--- config.mk ---
export PLATFORM = sky130hd
export DESIGN_NAME = mux_2x1_rr_arbiter
export DESIGN_NICKNAME = d
export VERILOG_FILES = /design/src/rtl/mux_arb_pkg.sv /design/src/rtl/mux_2x1_w.sv /design/src/rtl/mux_2x1_rr_arbiter.sv
export SDC_FILE = /design/constraint.sdc
export NUM_CORES = 1
export LEC_CHECK = 0
export CELL_PAD_IN_SITES_DETAIL_PLACEMENT = 0
export CELL_PAD_IN_SITES_GLOBAL_PLACEMENT = 1
export CORE_MARGIN = 2
export CORE_UTILIZATION = 27
export DETAILED_ROUTE_END_ITERATION = 7
export GPL_TIMING_DRIVEN = 0
export PLACE_DENSITY_LB_ADDON = 0.1
export SYNTH_ARGS = -nofsm -noshare
export SYNTH_HDL_FRONTEND = slang
export SYNTH_SLANG_ARGS = --single-unit
--- constraint.sdc ---
create_clock -name clk -period 5.1 [get_ports clk]
set_input_delay 1.02 -clock clk [delete_from_list [all_inputs] [get_ports clk]]
set_output_delay 1.02 -clock clk [all_outputs]
set_load 0.02 [all_outputs]
--- src/rtl/mux_arb_pkg.sv ---
// Package mux_arb_pkg
// Shared definitions for the two-requester round-robin mux arbiter:
//   - arbiter state encoding (IDLE / OWN0 / OWN1)
//   - one-hot grant constants
//   - default stream data width
//   - small helpers mapping state <-> grant / owner index
package mux_arb_pkg;

  typedef enum logic [1:0] {
    ST_IDLE = 2'd0,
    ST_OWN0 = 2'd1,
    ST_OWN1 = 2'd2
  } arb_state_e;

  localparam logic [1:0] GRANT_NONE = 2'b00;
  localparam logic [1:0] GRANT_REQ0 = 2'b01;
  localparam logic [1:0] GRANT_REQ1 = 2'b10;

  localparam int DEFAULT_WIDTH = 8;

  // One-hot grant presented for a given state.
  function automatic logic [1:0] grant_of(input arb_state_e s);
    logic [1:0] g;
    g = GRANT_NONE;
    case (s)
      ST_OWN0: g = GRANT_REQ0;
      ST_OWN1: g = GRANT_REQ1;
      default: g = GRANT_NONE;
    endcase
    return g;
  endfunction

  // Ownership state for requester index 'who'.
  function automatic arb_state_e own_state(input logic who);
    return who ? ST_OWN1 : ST_OWN0;
  endfunction

endpackage

--- src/rtl/mux_2x1_w.sv ---
// Module mux_2x1_w
// Plain W-bit 2:1 multiplexer. The arbiter uses it over the packed
// {valid, last, data} bundle of each requester.
// Ports:
//   sel    in  1   0 -> in0, 1 -> in1
//   in0    in  W   requester 0 bundle
//   in1    in  W   requester 1 bundle
//   out_y  out W   selected bundle
module mux_2x1_w #(
  parameter int W = 10
) (
  input  logic         sel,
  input  logic [W-1:0] in0,
  input  logic [W-1:0] in1,
  output logic [W-1:0] out_y
);

  generate
    for (genvar gi = 0; gi < W; gi++) begin : g_bit
      assign out_y[gi] = sel ? in1[gi] : in0[gi];
    end
  endgenerate

endmodule

--- src/rtl/mux_2x1_rr_arbiter.sv ---
// Module mux_2x1_rr_arbiter
// Two-requester round-robin arbiter/sequencer for a shared 2:1 data mux.
// Forwards the granted requester's valid/data/last stream to one consumer
// over a valid/ready handshake and holds the grant for a whole packet.
//
// Optional feature (compile-time macro ARB_BURST_LIMIT_EN):
//   defined     -> a beat counter forces a grant handoff after MAX_BURST
//                  beats when the other requester is waiting
//   not defined -> grant held strictly until the last beat; MAX_BURST unused
//
// Ports:
//   clk        in   1      clock, rising edge
//   rst        in   1      synchronous active-high reset
//   valid0/1   in   1      requester has a beat
//   data0/1    in   WIDTH  requester data
//   last0/1    in   1      requester final beat of packet
//   ready0/1   out  1      requester beat accepted this cycle
//   out_valid  out  1      output beat valid
//   out_data   out  WIDTH  muxed data
//   out_last   out  1      muxed last
//   out_ready  in   1      consumer accepts beat
//   grant      out  2      one-hot owner, 00 when idle
//   sel        out  1      registered mux select, keeps last owner while idle
module mux_2x1_rr_arbiter
  import mux_arb_pkg::*;
#(
  parameter int WIDTH     = DEFAULT_WIDTH,
  parameter int MAX_BURST = 4
) (
  input  logic             clk,
  input  logic             rst,
  input  logic             valid0,
  input  logic [WIDTH-1:0] data0,
  input  logic             last0,
  output logic             ready0,
  input  logic             valid1,
  input  logic [WIDTH-1:0] data1,
  input  logic             last1,
  output logic             ready1,
  output logic             out_valid,
  output logic [WIDTH-1:0] out_data,
  output logic             out_last,
  input  logic             out_ready,
  output logic [1:0]       grant,
  output logic             sel
);

  if (MAX_BURST < 1) begin : g_bad_max_burst
    $error("mux_2x1_rr_arbiter: MAX_BURST must be >= 1");
  end

  arb_state_e state_q, state_d;
  logic       sel_q, sel_d;
  logic       prio_q, prio_d;   // last requester to finish; the other wins ties

  logic [WIDTH+1:0] mux_in0, mux_in1, mux_out;
  logic             owner_valid, owner_last, other_valid;
  logic             owning, xfer, force_release, pkt_release, idle_winner;

  assign mux_in0 = {valid0, last0, data0};
  assign mux_in1 = {valid1, last1, data1};

  mux_2x1_w #(.W(WIDTH + 2)) u_mux (
    .sel   (sel_q),
    .in0   (mux_in0),
    .in1   (mux_in1),
    .out_y (mux_out)
  );

  assign owner_valid = mux_out[WIDTH+1];
  assign owner_last  = mux_out[WIDTH];
  // sel_q always names the owner while a grant is active.
  assign other_valid = sel_q ? valid0 : valid1;
  assign owning      = (state_q != ST_IDLE);

  // Handshake outputs are masked during reset so no beat moves in that cycle.
  assign out_valid = owning & owner_valid & ~rst;
  assign out_last  = owning & owner_last;
  assign out_data  = mux_out[WIDTH-1:0];
  assign ready0    = (state_q == ST_OWN0) & out_ready & ~rst;
  assign ready1    = (state_q == ST_OWN1) & out_ready & ~rst;
  assign grant     = grant_of(state_q);
  assign sel       = sel_q;

  assign xfer        = out_valid & out_ready;
  assign pkt_release = xfer & (owner_last | force_release);

  // Tie from idle goes to the requester that did not finish most recently.
  assign idle_winner = (valid0 & valid1) ? ~prio_q : valid1;

`ifdef ARB_BURST_LIMIT_EN
  localparam int              CNT_W    = (MAX_BURST > 1) ? $clog2(MAX_BURST) : 1;
  localparam logic [CNT_W-1:0] CNT_LAST = CNT_W'(MAX_BURST - 1);

  logic [CNT_W-1:0] cnt_q, cnt_d;

  // The counter saturates at CNT_LAST so an owner that runs past the limit
  // with nobody waiting is still cut off as soon as the other side asks.
  assign force_release = xfer & other_valid & (cnt_q == CNT_LAST);

  always_comb begin
    cnt_d = cnt_q;
    if (pkt_release) begin
      cnt_d = '0;
    end else if (xfer && (cnt_q != CNT_LAST)) begin
      cnt_d = cnt_q + 1'b1;
    end
  end

  always_ff @(posedge clk) begin
    if (rst) begin
      cnt_q <= '0;
    end else begin
      cnt_q <= cnt_d;
    end
  end
`else
  assign force_release = 1'b0;
`endif

  always_comb begin
    state_d = state_q;
    sel_d   = sel_q;
    prio_d  = prio_q;
    case (state_q)
      ST_IDLE: begin
        if (valid0 | valid1) begin
          sel_d   = idle_winner;
          state_d = own_state(idle_winner);
        end
      end
      ST_OWN0, ST_OWN1: begin
        if (pkt_release) begin
          prio_d = sel_q;
          if (other_valid) begin
            // Direct handoff on the same edge: no idle bubble.
            sel_d   = ~sel_q;
            state_d = own_state(~sel_q);
          end else if (owner_valid) begin
            // The finishing owner is still valid on the release edge, so with
            // no competitor it keeps the grant for its next packet.
            state_d = own_state(sel_q);
          end else begin
            state_d = ST_IDLE;
          end
        end
      end
      default: begin
        state_d = ST_IDLE;
      end
    endcase
  end

  always_ff @(posedge clk) begin
    if (rst) begin
      state_q <= ST_IDLE;
      sel_q   <= 1'b0;
      prio_q  <= 1'b1;
    end else begin
      state_q <= state_d;
      sel_q   <= sel_d;
      prio_q  <= prio_d;
    end
  end

endmodule

==> metrics.csv <==
stage,metric,value,unit
status,status,"complete, no violations",
critical_path,FF-to-FF setup slack,3260,ps
critical_path,"most used cell, CP",clkdlybuf4s50_1,
layout,Area Overhead vs Synth,69.09,%
clock_tree,postcts setup bufs,0,
layout,"non-filler cells, final",136,
yosys,most used flip-flop cell after synthesis,dfxtp_1,
min_path,worst hold stages,2,
clock_tree,CTS Root Buffer Type,clkbuf_4,
power,part of the power in registers,10.8,%
critical_path,top cell family by delay on the critical path,buffers and inverters,
power,Net Switching,0.2109,mW
critical_path,"Largest stage delay, worst path",600,ps
clock_tree,hold_buf cts,0,
timing,Rel. slew slack,80.50,%
clock_tree,CTS Buffer Depth,2,
route,Pre-antenna DRT Iters,4,
yosys,asr flop ratio synth,0,%
route,DR WL/cell,12.30,um
yosys,Compound-Gate Fraction of Synth Area,24.44,%
yosys,Synth Area in Adders,12.12,%
critical_path,Crit-path slowest cell,clkdlybuf4s50_1,
global_route,global-route wire length before repair,2877,um
clock_tree,Clock Sinks,4,
critical_path,FF-to-FF End,prio_q,
yosys,Synth Cell Area,619.3,um^2
route,DRT iter0 DRCs,3,
power,Comb pwr share,80.8,%
layout,final instance area,0.001047,mm^2
floorplanning,Rows,17,
power,Static Leak,0.3898,nW
yosys,Mapped Avg Cell Area,9.108,um^2
min_path,worst hold start,state_q[0],
clock_tree,htree depth,1,
yosys,yosys warns,0,
power,VDD IR max,0.0002096,V
timing,Worst-Margin Slew,290.0,ps
floorplanning,area of the die,0.002693,mm^2
timing,RSZ-0062 raised after global routing,no,
yosys,post-synthesis sequential area ratio,12.93,%
run,Max-cap violations,0,
timing,Setup TNS,0,ps
global_route,Overall Global Routing Usage,14.08,%
layout,"commonest cells after routing, fill and taps aside","clkdlybuf4s50_1, mux2_2, inv_1, ha_1, a21oi_1",
power,Clock power frac,8.4,%
route,via count,652,
layout,Layout Utilization,47.80,%
clock_tree,"Clk Latency, worst-skew pair",230,ps
floorplanning,Die Ht,51.90,um
critical_path,worst path required time,4080,ps
clock_tree,clock-pin slew on the worst setup and hold paths,30,ps
timing,Max Clock Skew,7.198,ps
critical_path,CP Cell Sequence,clkdlybuf4s50_1 -> or2_4 -> nor2_1 -> clkdlybuf4s50_1,
global_route,largest net degree at the start of global routing,11,
floorplanning,Ports,38,
yosys,Synth Register Bits,4,
timing,Pins Over Slew Limit,0,
global_route,antenna violations before repair,0,
yosys,cells after synthesis,68,
yosys,largest family of logic cells by synthesized area,compound AO/OA/AOI/OAI gates,
layout,Total Nets Final,139,
yosys,Post-Synth XOR/XNOR Area,0,%
critical_path,Worst EP arrival,2580,ps
global_route,vias in the first global route,627,
layout,ant diodes,0,
route,post-DR vias/cell,4.794,
yosys,mux share of post-synthesis cell area,23.43,%
critical_path,worst path bufs/invs,2,
placed_design,Routability Congestion,0.7453,
critical_path,r2r startpoint,state_q[0],
critical_path,CP Capture Type,output pin,
clock_tree,CTS tree,done,
placed_design,hpwl dp,1368,um
timing,Max Clk Rate,278.0,MHz
min_path,worst hold path class,reg -> reg,
yosys,post-synth cell types,33,
placed_design,Inst Count DP,133,
placed_design,port buffer count,37,
timing,Tcrit/Tclk final,70.52,%
floorplanning,Initial Util,28.27,%
route,DRT antenna net count,0,
yosys,syn_nets,97,
route,Remaining DRCs,0,
timing,final setup fails,0,
clock_tree,post_cts resized,0,
critical_path,critical path class,in -> out,
clock_tree,cts bufs inserted,3,
power,switch share,45.84,%
layout,share of cells above drive strength 1,18.52,%
route,routed wire length,1673,um
layout,most common library cell in the layout ignoring fill and taps,clkdlybuf4s50_1,
yosys,number of synthesized flops with an enable pin,0,
critical_path,CP Max Fanout,7,
floorplanning,Die W,51.90,um
yosys,simple-gate area share of the yosys netlist,18.79,%
floorplanning,total core area,0.002191,mm^2
critical_path,critical path startpoint category,input port,
power,Cell Int Power,0.2491,mW
global_route,grt ovf,0,
min_path,Hold Crit Endpoint,state_q[0],
placed_design,dpl cell area,0.001025,mm^2
timing,fin crit period,3597,ps
power,pwr dens,439.3,mW/mm^2
critical_path,reg2reg path depth,7,
timing,Hold Fails Final Rpt,0,
synthesized netlist by cell type, drive strengths merged (2+ instances only):
cell type / instances / share of area (%)
nand2b: 4 / 4.0
ha: 6 / 12
and3b: 2 / 2.8
a21oi: 5 / 4.0
nand3b: 2 / 2.4
o21ai: 2 / 1.6
buf: 4 / 4.6
mux2: 8 / 15
inv: 6 / 3.6
o22ai: 2 / 2.0
nor2: 2 / 1.2
nand2: 2 / 1.2
mux2i: 3 / 8.9
dfxtp: 4 / 13
cells by family after synthesis:
family	after synthesis
compound gates	20
simple gates	17
mux	11
buf+inv	10
fa+ha+maj	6
flops	4
power groups by stage:
stage          logic, mW  registers (mW)  clock network [mW]
2_1_floorplan      0.250          0.0535                   0
3_3_place_gp       0.369          0.0503                   0
3_5_place_dp       0.372          0.0506                   0
4_1_cts            0.374          0.0501              0.0412
5_1_grt            0.404          0.0523              0.0442
6_report           0.372          0.0498              0.0386
stage by stage:
stage | hold WS [ps] | setup slack [ps] | power (mW)
finish | 535.8 | 1503 | 0.4600
global placement | 537.7 | 1508 | 0.4194
CTS | 542.1 | 1469 | 0.4654
global route | 567.7 | 1422 | 0.5005
floorplan | 495.4 | 2505 | 0.3037
detailed placement | 540.0 | 1472 | 0.4229
how the worst max path moves through the flow:
| stage | endpoint | slack (ps) | from | cells after the start |
|---|---|---|---|---|
| after floorplan | out_valid | 2510 | rst | 2 |
| after global placement | out_valid | 1510 | rst | 4 |
| after detailed placement | out_valid | 1470 | rst | 4 |
| after CTS | out_valid | 1470 | rst | 4 |
| after global routing | out_valid | 1420 | rst | 4 |
| final | out_valid | 1500 | rst | 4 |
per-layer routing:
metal / global-route usage [%] / wire length [um] / up-vias
met5: 0 / 0 / -
met4: 3.947 / 13 / 0
met3: 4.598 / 68 / 2
met2: 19.62 / 797 / 11
met1: 20.35 / 794 / 302
li1: - / - / 337
final cells by class:
class                           count  area, um^2
Buffer                              4       28.78
Clock buffer                        3       22.52
Fill cell                         230        1144
Inverter                            6       22.52
Multi-Input combinational cell     54       488.0
Sequential cell                     4       80.08
Tap cell                           28       35.03
Timing Repair Buffer               37       370.4
tightest hold or removal path, stage by stage, from the launching register on:
cell and delay (ps):
dfxtp_1 340, o21ai_0 80, a21oi_1 60
registers in the layout (all words and copies together) (netlist names):
name     flops
prio_q       1
sel          1
state_q      2
Note: power is estimated with default switching activity, not from simulation.
